File: src/rtl/csr_trap_unit.sv
// Machine-mode CSR file and trap controller for the E stage of a 3-stage RV32I+Zicsr pipeline.
// Reads are combinational (pre-write value); CSR writes, trap entry/exit and counters commit on the clock edge.
module csr_trap_unit #(
  parameter logic [31:0] HART_ID  = 32'd0,
  parameter logic [31:0] MISA_VAL = 32'h4000_0100
) (
  input  logic        clk,
  input  logic        rst_n,
  input  logic        e_valid,
  input  logic [31:0] e_inst,
  input  logic [31:0] e_pc,
  input  logic [31:0] e_rs1_data,
  input  logic        e_zicsr,
  input  logic        e_ecall,
  input  logic        e_mret,
  input  logic        e_illegal_inst,
  output logic [31:0] csr_r_data,
  output logic        redirect,
  output logic [31:0] redirect_pc,
  output logic        trap_pending
);
  logic [11:0] addr;
  logic [2:0]  funct3;
  logic [4:0]  uimm;
  assign addr   = e_inst[31:20];
  assign funct3 = e_inst[14:12];
  assign uimm   = e_inst[19:15];

  logic        mie, mpie;
  logic [31:0] mtvec, mscratch, mepc, mcause, mtval;
  logic [63:0] mcycle, minstret;

  logic mret_take, csr_we, inst_inc;
  logic [31:0] src, wdata;

  // Priority: illegal > ecall > mret > zicsr
  assign trap_pending = e_valid & (e_illegal_inst | e_ecall);
  assign mret_take    = e_valid & e_mret & ~e_illegal_inst & ~e_ecall;
  assign redirect     = trap_pending | mret_take;
  assign redirect_pc  = mret_take ? mepc : mtvec;
  assign inst_inc     = e_valid & ~trap_pending;

  // RS/RC with a zero source field are pure reads
  assign csr_we = e_valid & e_zicsr & ~trap_pending & ~mret_take &
                  ((funct3[1:0] == 2'b01) || ((funct3[1:0] != 2'b00) && (uimm != 5'd0)));
  assign src    = funct3[2] ? {27'd0, uimm} : e_rs1_data;

  always_comb begin
    csr_r_data = 32'd0;
    case (addr)
      12'h300: csr_r_data = {19'd0, 2'b11, 3'd0, mpie, 3'd0, mie, 3'd0};
      12'h301: csr_r_data = MISA_VAL;
      12'h305: csr_r_data = mtvec;
      12'h340: csr_r_data = mscratch;
      12'h341: csr_r_data = mepc;
      12'h342: csr_r_data = mcause;
      12'h343: csr_r_data = mtval;
      12'hB00, 12'hC00: csr_r_data = mcycle[31:0];
      12'hB80, 12'hC80: csr_r_data = mcycle[63:32];
      12'hB02, 12'hC02: csr_r_data = minstret[31:0];
      12'hB82, 12'hC82: csr_r_data = minstret[63:32];
      12'hF14: csr_r_data = HART_ID;
      default: csr_r_data = 32'd0;
    endcase
  end

  always_comb begin
    case (funct3[1:0])
      2'b01:   wdata = src;
      2'b10:   wdata = csr_r_data | src;
      2'b11:   wdata = csr_r_data & ~src;
      default: wdata = csr_r_data;
    endcase
  end

  logic we_cyc_lo, we_cyc_hi, we_ret_lo, we_ret_hi;
  assign we_cyc_lo = csr_we && addr == 12'hB00;
  assign we_cyc_hi = csr_we && addr == 12'hB80;
  assign we_ret_lo = csr_we && addr == 12'hB02;
  assign we_ret_hi = csr_we && addr == 12'hB82;

  always_ff @(posedge clk or negedge rst_n) begin
    if (!rst_n) begin
      mie      <= 1'b0;
      mpie     <= 1'b0;
      mtvec    <= 32'd0;
      mscratch <= 32'd0;
      mepc     <= 32'd0;
      mcause   <= 32'd0;
      mtval    <= 32'd0;
    end else if (trap_pending) begin
      mpie   <= mie;
      mie    <= 1'b0;
      mepc   <= e_pc & ~32'd3;
      mcause <= e_illegal_inst ? 32'd2 : 32'd11;
      mtval  <= e_illegal_inst ? e_inst : 32'd0;
    end else if (mret_take) begin
      mie  <= mpie;
      mpie <= 1'b1;
    end else if (csr_we) begin
      case (addr)
        12'h300: begin mie <= wdata[3]; mpie <= wdata[7]; end
        12'h305: mtvec    <= wdata & ~32'd3;
        12'h340: mscratch <= wdata;
        12'h341: mepc     <= wdata & ~32'd3;
        12'h342: mcause   <= wdata;
        12'h343: mtval    <= wdata;
        default: ;
      endcase
    end
  end

  // A written half takes the write; the carry only follows a real low-half increment
  always_ff @(posedge clk or negedge rst_n) begin
    if (!rst_n) begin
      mcycle   <= 64'd0;
      minstret <= 64'd0;
    end else begin
      mcycle[31:0]    <= we_cyc_lo ? wdata : mcycle[31:0] + 32'd1;
      mcycle[63:32]   <= we_cyc_hi ? wdata :
                         mcycle[63:32] + 32'(!we_cyc_lo && (&mcycle[31:0]));
      minstret[31:0]  <= we_ret_lo ? wdata : minstret[31:0] + 32'(inst_inc);
      minstret[63:32] <= we_ret_hi ? wdata :
                         minstret[63:32] + 32'(inst_inc && !we_ret_lo && (&minstret[31:0]));
    end
  end
endmodule
File: config.mk
export PLATFORM = sky130hd
export DESIGN_NAME = csr_trap_unit
export DESIGN_NICKNAME = d
export VERILOG_FILES = /design/src/rtl/csr_trap_unit.sv
export SDC_FILE = /design/constraint.sdc
export NUM_CORES = 1
export LEC_CHECK = 0
export CORE_ASPECT_RATIO = 1.2
export CORE_MARGIN = 5
export CORE_UTILIZATION = 40
export CTS_CLUSTER_SIZE = 12
export DETAILED_ROUTE_END_ITERATION = 8
export PLACE_DENSITY = 0.62
export SKIP_LAST_GASP = 1
export SLEW_MARGIN = 20
export SYNTH_ARGS = -nofsm -noshare
export SYNTH_HDL_FRONTEND = slang
export SYNTH_SLANG_ARGS = --single-unit
export TNS_END_PERCENT = 50
File: constraint.sdc
create_clock -name clk -period 4.4 [get_ports clk]
set_input_delay 0.44 -clock clk [delete_from_list [all_inputs] [get_ports clk]]
set_output_delay 0.44 -clock clk [all_outputs]
set_load 0.02 [all_outputs]
==> flow_summary.toml, run 1 <==
[setup_path]
crit_path_start = "e_inst[21]"
end_kind = "primary output"
path_buf_inv = 4
critPathArrivalTime_ns = 3.75
path_cells = "clkdlybuf4s50_1 > buf_4 > nor4b_2 > o21ai_1 > nor2_1 > a222oi_1 > buf_4 > nand2_1 > clkdlybuf4s50_1"
critPathKind = "in2out"
cp_num_cells = 9
cp_max_fo = 11
critPathRequiredTime_ns = 3.96
path_delay_family = "buffers and inverters"
crit_path_max_incr_delay_ns = 0.66
rr_worst_depth = 15
start_kind = "input pin"
rr_startpoint = "minstret[17]"
cpMaxStageDelayCell = "nor2_1"

[route]
wirelength_um = 64300
drt_iter0_drc = 1902
drc_errors = 2
vias_per_cell = 6.00
drtAntennaViolNets = 0
via_count = 15800
wl_per_cell_um = 24.4
firstDrtPassIters = 9

[cells_and_area]
final_util_pct = 49.3
mostFrequentLayoutCell = "dfrtp_1"
finalNetCount = 2192
fill_cells = 3852
antenna_cells = 0
ff_latch_area_um2 = 7160
multi_input_area_um2 = 8870
final_cell_mix = "286 x dfrtp_1, 265 x nand2_1, 211 x nor2_1"
syn_to_final_growth_pct = 21.5
drive_above_1_share_pct = 9.27

[clock_tree]
htree_levels = 1
cts_buffer_depth = 3
cts_sinks = 286
clockRootBuffer = "clkbuf_16"
cts_buffers = 31
cts_tree = "built"
clk_pin_slew_ns = 0.06
clock_latency_ns = 0.57

[grt]
antenna_found_initial = 3
grt_pass1_wl_um = 96200
overflow = 0
grt_max_degree = 100
grt_pass1_vias = 15300
track_usage_pct = 27.4

[min_path]
worstHoldStart = "e_pc[27]"
worstHoldPathCells = 3
hold_path.class = "in2reg"

[synthesis]
synth_top_cell_by_area = "dfrtp_1"
synth-edff-count = 0
syn_avg_cell_area_um2 = 8.61
yosys_register_bits = 286
async_reset_ff_share_pct = 100
yosys_warnings = 0
syn_area_um2 = 16600
seq_area_frac_synth_pct = 43.2
synthFlopType = "dfrtp_1"
netlist_instances = 1925
yosys.area.top_type_share_pct = 43.2
ys_top_cells_by_area = "dfrtp_1 43%, nand2_1 6.1%, a21oi_1 5.5%"
synth_cell_types = 80

[timing]
rsz0062_at_grt = "no"
worst-slew-pin-transition_ns = 1.17
skew_ns = 0.0143
fin_crit_sh_pct = 95.1
finalCriticalPeriod_ns = 4.19
fin_setup_tns_ns = 0
slew_headroom_pct = 21.4
setup_viol = 0
drv_slew = 0
hold_viol = 0
fmax_mhz = 239

[outcome]
violations = "DRC"
status = "finished, violations left"

[placed_design]
place_hpwl_um = 47100
place.gp.congestion = 0.967
io_buffers = 164

[power_and_ir_drop]
peakVddDrop_uv = 290
powerDensity_nw_per_um2 = 306
power.leakage_nw = 8.52

[floorplanning]
initial_utilization_pct = 40.6
dieArea_um2 = 45600
core.rowCount = 81
core_um2 = 40800
die_y_um = 233
io_pins = 169
die_x_um = 196

[flow_run]
cap_violations = 0
==> area by class of cell <==
cell class              count  share of cell area, %
clock inverters             6                  0.429
well taps                 539                   3.35
multi-input cells        1492                   44.0
flip-flops and latches    286                   35.5
inverters                  13                  0.242
clock buffers              48                   4.56
repair buffers            258                   11.9
==> synthesized netlist by cell type, drive strengths merged, types with 7 or more instances <==
cell type,number
and4,14
and2,27
nand4,30
dfrtp,286
nand2,268
a222oi,34
mux2i,19
o21ai,143
a22o,13
or2,7
a211oi,38
a22oi,41
o22ai,8
nor3,15
nor2b,25
inv,13
buf,38
nor2,215
clkbuf,97
a21oi,183
and3,60
nand3,89
xor2,55
xnor2,95
nand2b,7
ha,7
==> registers in the layout, summed over array words and instances (netlist names) <==
name      flops
mcycle       64
minstret     64
mcause       32
mscratch     32
mtval        32
mepc         30
mtvec        30
mie           1
mpie          1
==> stage by stage <==
step	area [µm²]	total power (W)	instances	hold WS, ns	setup WS [ns]
after floorplan	16600	0.00321	1926	0.144	0.814
after global placement	19100	0.00356	2587	0.457	0.307
after detailed placement	19100	0.00357	2587	0.470	0.261
after CTS	20100	0.00619	2642	0.453	0.246
after global routing	20100	0.00637	2642	0.479	0.114
final	20100	0.00616	2642	0.469	0.214
==> metal layers <==
layer	vias to the layer above	wire length (µm)	track usage, %
met3	111	5470	4.48
met2	691	30300	45.0
met4	0	2370	9.45
li1	7182	-	-
met5	-	0	0
met1	7864	26200	37.0
==> cell families after synthesis <==
kind of cell / Yosys count / share of synthesized area (%)
adders and majority gates: 7 / 0.528
muxes: 29 / 2.23
DFF: 286 / 43.2
other: 1 / 0.0226
xor gates and xnor gates: 150 / 7.93
buffers and inverters: 148 / 3.73
AOI/OAI and AO/OA: 514 / 19.7
and+or+nand+nor: 790 / 22.6
==> worst register-to-register path, cell delays in order, from the launching register on <==
cell and delay (ns):
dfrtp_1 0.48, and3_1 0.22, and2_1 0.36, and3_1 0.22
and3_1 0.18, nand4_1 0.10, nor3_1 0.18, ha_1 0.21
ha_1 0.19, nand3_1 0.15, nor2_1 0.35, nand3_1 0.27
nor2_1 0.29, nand4_1 0.15, xor2_1 0.14, mux2i_1 0.08
==> worst paths after layout <==
path / to / slack [ns]
worst max-delay path: csr_r_data[15] / 0.21
worst min-delay path: mepc[27] / 0.47
min in group asynchronous: mcycle[5] / 0.48
worst min register to register: mscratch[2] / 0.48
worst max register to register: minstret[62] / 0.69
max in group asynchronous: mtvec[21] / 2.85
==> report_power, final <==
part | leakage [nW] | switching (W) | internal (W) | total (W)
registers | 3.83 | 0.000108 | 0.00274 | 0.00284
clock network | 0.491 | 0.00109 | 0.00154 | 0.00262
logic | 4.20 | 0.000413 | 0.000279 | 0.000692
==> repair_timing <==
action | in CTS | in global routing
resized for setup | 0 | 0
hold buffers | 1 | 0
endpoints found under the hold margin | 97 | 0
buffers inserted | 0 | 0
Power figures use the tool's default switching activity.
==> run 2: changes to the inputs <==
--- a/config.mk
+++ b/config.mk
@@ -5,12 +5,14 @@
 export SDC_FILE = /design/constraint.sdc
 export NUM_CORES = 1
 export LEC_CHECK = 0
+export ABC_CLOCK_PERIOD_IN_PS = 4300
 export CORE_ASPECT_RATIO = 1.2
 export CORE_MARGIN = 5
 export CORE_UTILIZATION = 40
 export CTS_CLUSTER_SIZE = 12
 export DETAILED_ROUTE_END_ITERATION = 8
 export PLACE_DENSITY = 0.62
+export SKIP_CTS_REPAIR_TIMING = 1
 export SKIP_LAST_GASP = 1
 export SLEW_MARGIN = 20
 export SYNTH_ARGS = -nofsm -noshare
==> constraint.sdc (replaced) <==
create_clock -name clk -period 4.3 [get_ports clk]
set_input_delay 0.43 -clock clk [delete_from_list [all_inputs] [get_ports clk]]
set_output_delay 0.43 -clock clk [all_outputs]
set_load 0.02 [all_outputs]
==> flow_summary.toml, run 2 (synthesized netlist as in run 1, its figures left out) <==
[cells_and_area]
drive_above_1_share_pct = 10.3
finalNetCount = 2212
syn_to_final_growth_pct = 22.6
final_cells = 2665
top_regs = "mcycle x64, minstret x64"
multi_input_area_um2 = 8870
fill_cells = 3894
ff_latch_area_um2 = 7160
final_cell_mix = "286 x dfrtp_1, 265 x nand2_1, 211 x nor2_1"
mostFrequentLayoutCell = "dfrtp_1"

[setup_path]
end_kind = "primary output"
crit_path_start = "e_inst[25]"
crit_path_max_incr_delay_ns = 0.75
critPathRequiredTime_ns = 3.87
rr_startpoint = "minstret[17]"
critPathArrivalTime_ns = 3.77
cp_max_fo = 6
cpMaxStageDelayCell = "or4b_2"
start_kind = "input pin"
path_cells = "clkdlybuf4s50_1 > buf_4 > or4b_2 > nor3_1 > a222oi_1 > and3_1 > nand3_1 > clkdlybuf4s50_1"
critPathKind = "in2out"
cpMostUsedCell = "clkdlybuf4s50_1"

[floorplanning]
core_um2 = 40800
die_x_um = 196
dieArea_um2 = 45600
io_pins = 169
initial_utilization_pct = 40.6
core.rowCount = 81
die_y_um = 233

[route]
via_count = 16000
firstDrtPassIters = 7
drt_iter0_drc = 1867
wl_per_cell_um = 24.5
vias_per_cell = 5.99
drc_errors = 0
drtAntennaViolNets = 0
wirelength_um = 65200

[clock_tree]
cts_tree = "built"
cts_buffer_depth = 3
htree_levels = 1
clockRootBuffer = "clkbuf_16"
clk_pin_slew_ns = 0.06
cts_sinks = 286
cts_buffers = 31
clock_latency_ns = 0.57

[grt]
grt_pass1_wl_um = 97300
antenna_found_initial = 0
grt_pass1_vias = 15400
overflow = 0
grt_max_degree = 111
track_usage_pct = 27.7

[outcome]
status = "completed"

[placed_design]
place_hpwl_um = 47900
dp.cells = 2607
io_buffers = 164
place.gp.congestion = 0.945

[timing]
fin_setup_tns_ns = 0
finalCriticalPeriod_ns = 4.20
fin_crit_sh_pct = 97.8
drv_slew = 0
slew_headroom_pct = 24.3
hold_viol = 0
worst-slew-pin-transition_ns = 1.13
setup_viol = 0
rsz0062_at_grt = "no"
fmax_mhz = 238
skew_ns = 0.00886

[power_and_ir_drop]
peakVddDrop_uv = 243
power.leakage_nw = 8.63
powerDensity_nw_per_um2 = 310

[flow_run]
cap_violations = 0

[min_path]
worstHoldStart = "e_pc[31]"
hold_path.class = "in2reg"
==> run 2: cell types whose count changed in the layout (fill, tap and decap cells not counted), sizes merged <==
cell and change:
clkinv +3, diode +1, clkinvlp -1, bufinv -1, buf +20, clkbuf +1
==> run 2: path summary, 6_finish.rpt <==
kind                             endpoint  slack [ns]  cells past startpoint
hold / removal                   mepc[31]        0.45                      3
setup / recovery           csr_r_data[26]         0.1                      8
hold reg to reg              mscratch[10]        0.48                      2
min in group asynchronous       mcycle[3]        0.49                      2
max in group asynchronous       mtval[26]        2.75                      3
setup reg to reg             minstret[62]        0.73                     15
==> run 2: final cells by class <==
cell class                 count  area share, %
clock inverter                 7          0.296
tap                          539           3.32
multi-input combinational   1492           43.7
timing repair buffer         278           12.6
inverter                      13          0.240
antenna                        1         0.0123
clock buffer                  49           4.64
sequential                   286           35.2
==> run 2: where the power goes <==
| part | switching, W | internal [W] |
|---|---|---|
| Combinational | 0.000424 | 0.000291 |
| Sequential | 0.000111 | 0.00280 |
| Clock | 0.00113 | 0.00155 |
| Total | 0.00166 | 0.00464 |
==> run 2: routing by layer <==
layer	up-vias	wire length [µm]	track usage (%)
li1	7235	-	-
met1	7874	27100	37.9
met2	714	30600	45.5
met3	136	5020	3.97
met4	0	2480	9.34
met5	-	0	0
==> run 2: stage by stage <==
stage / util (%) / worst slack (ns) / power, W / hold WS (ns) / area, µm²
after global placement: 47.2 / 0.0469 / 0.00365 / 0.459 / 19300
after CTS: 49.7 / 0.0250 / 0.00633 / -0.0378 / 20300
final: 49.7 / 0.0959 / 0.00630 / 0.448 / 20300
after global routing: 49.7 / 0.0629 / 0.00652 / 0.452 / 20300
after detailed placement: 47.2 / 0.0557 / 0.00367 / 0.470 / 19300
after floorplan: - / 0.724 / 0.00329 / 0.134 / 16600
==> run 2: worst max-delay path, delay by kind of cell <==
kind                   cells  cell delay (ns)
buffers and inverters      3             1.46
AND/OR/NAND/NOR            4             1.68
AO/OA/AOI/OAI              1             0.19
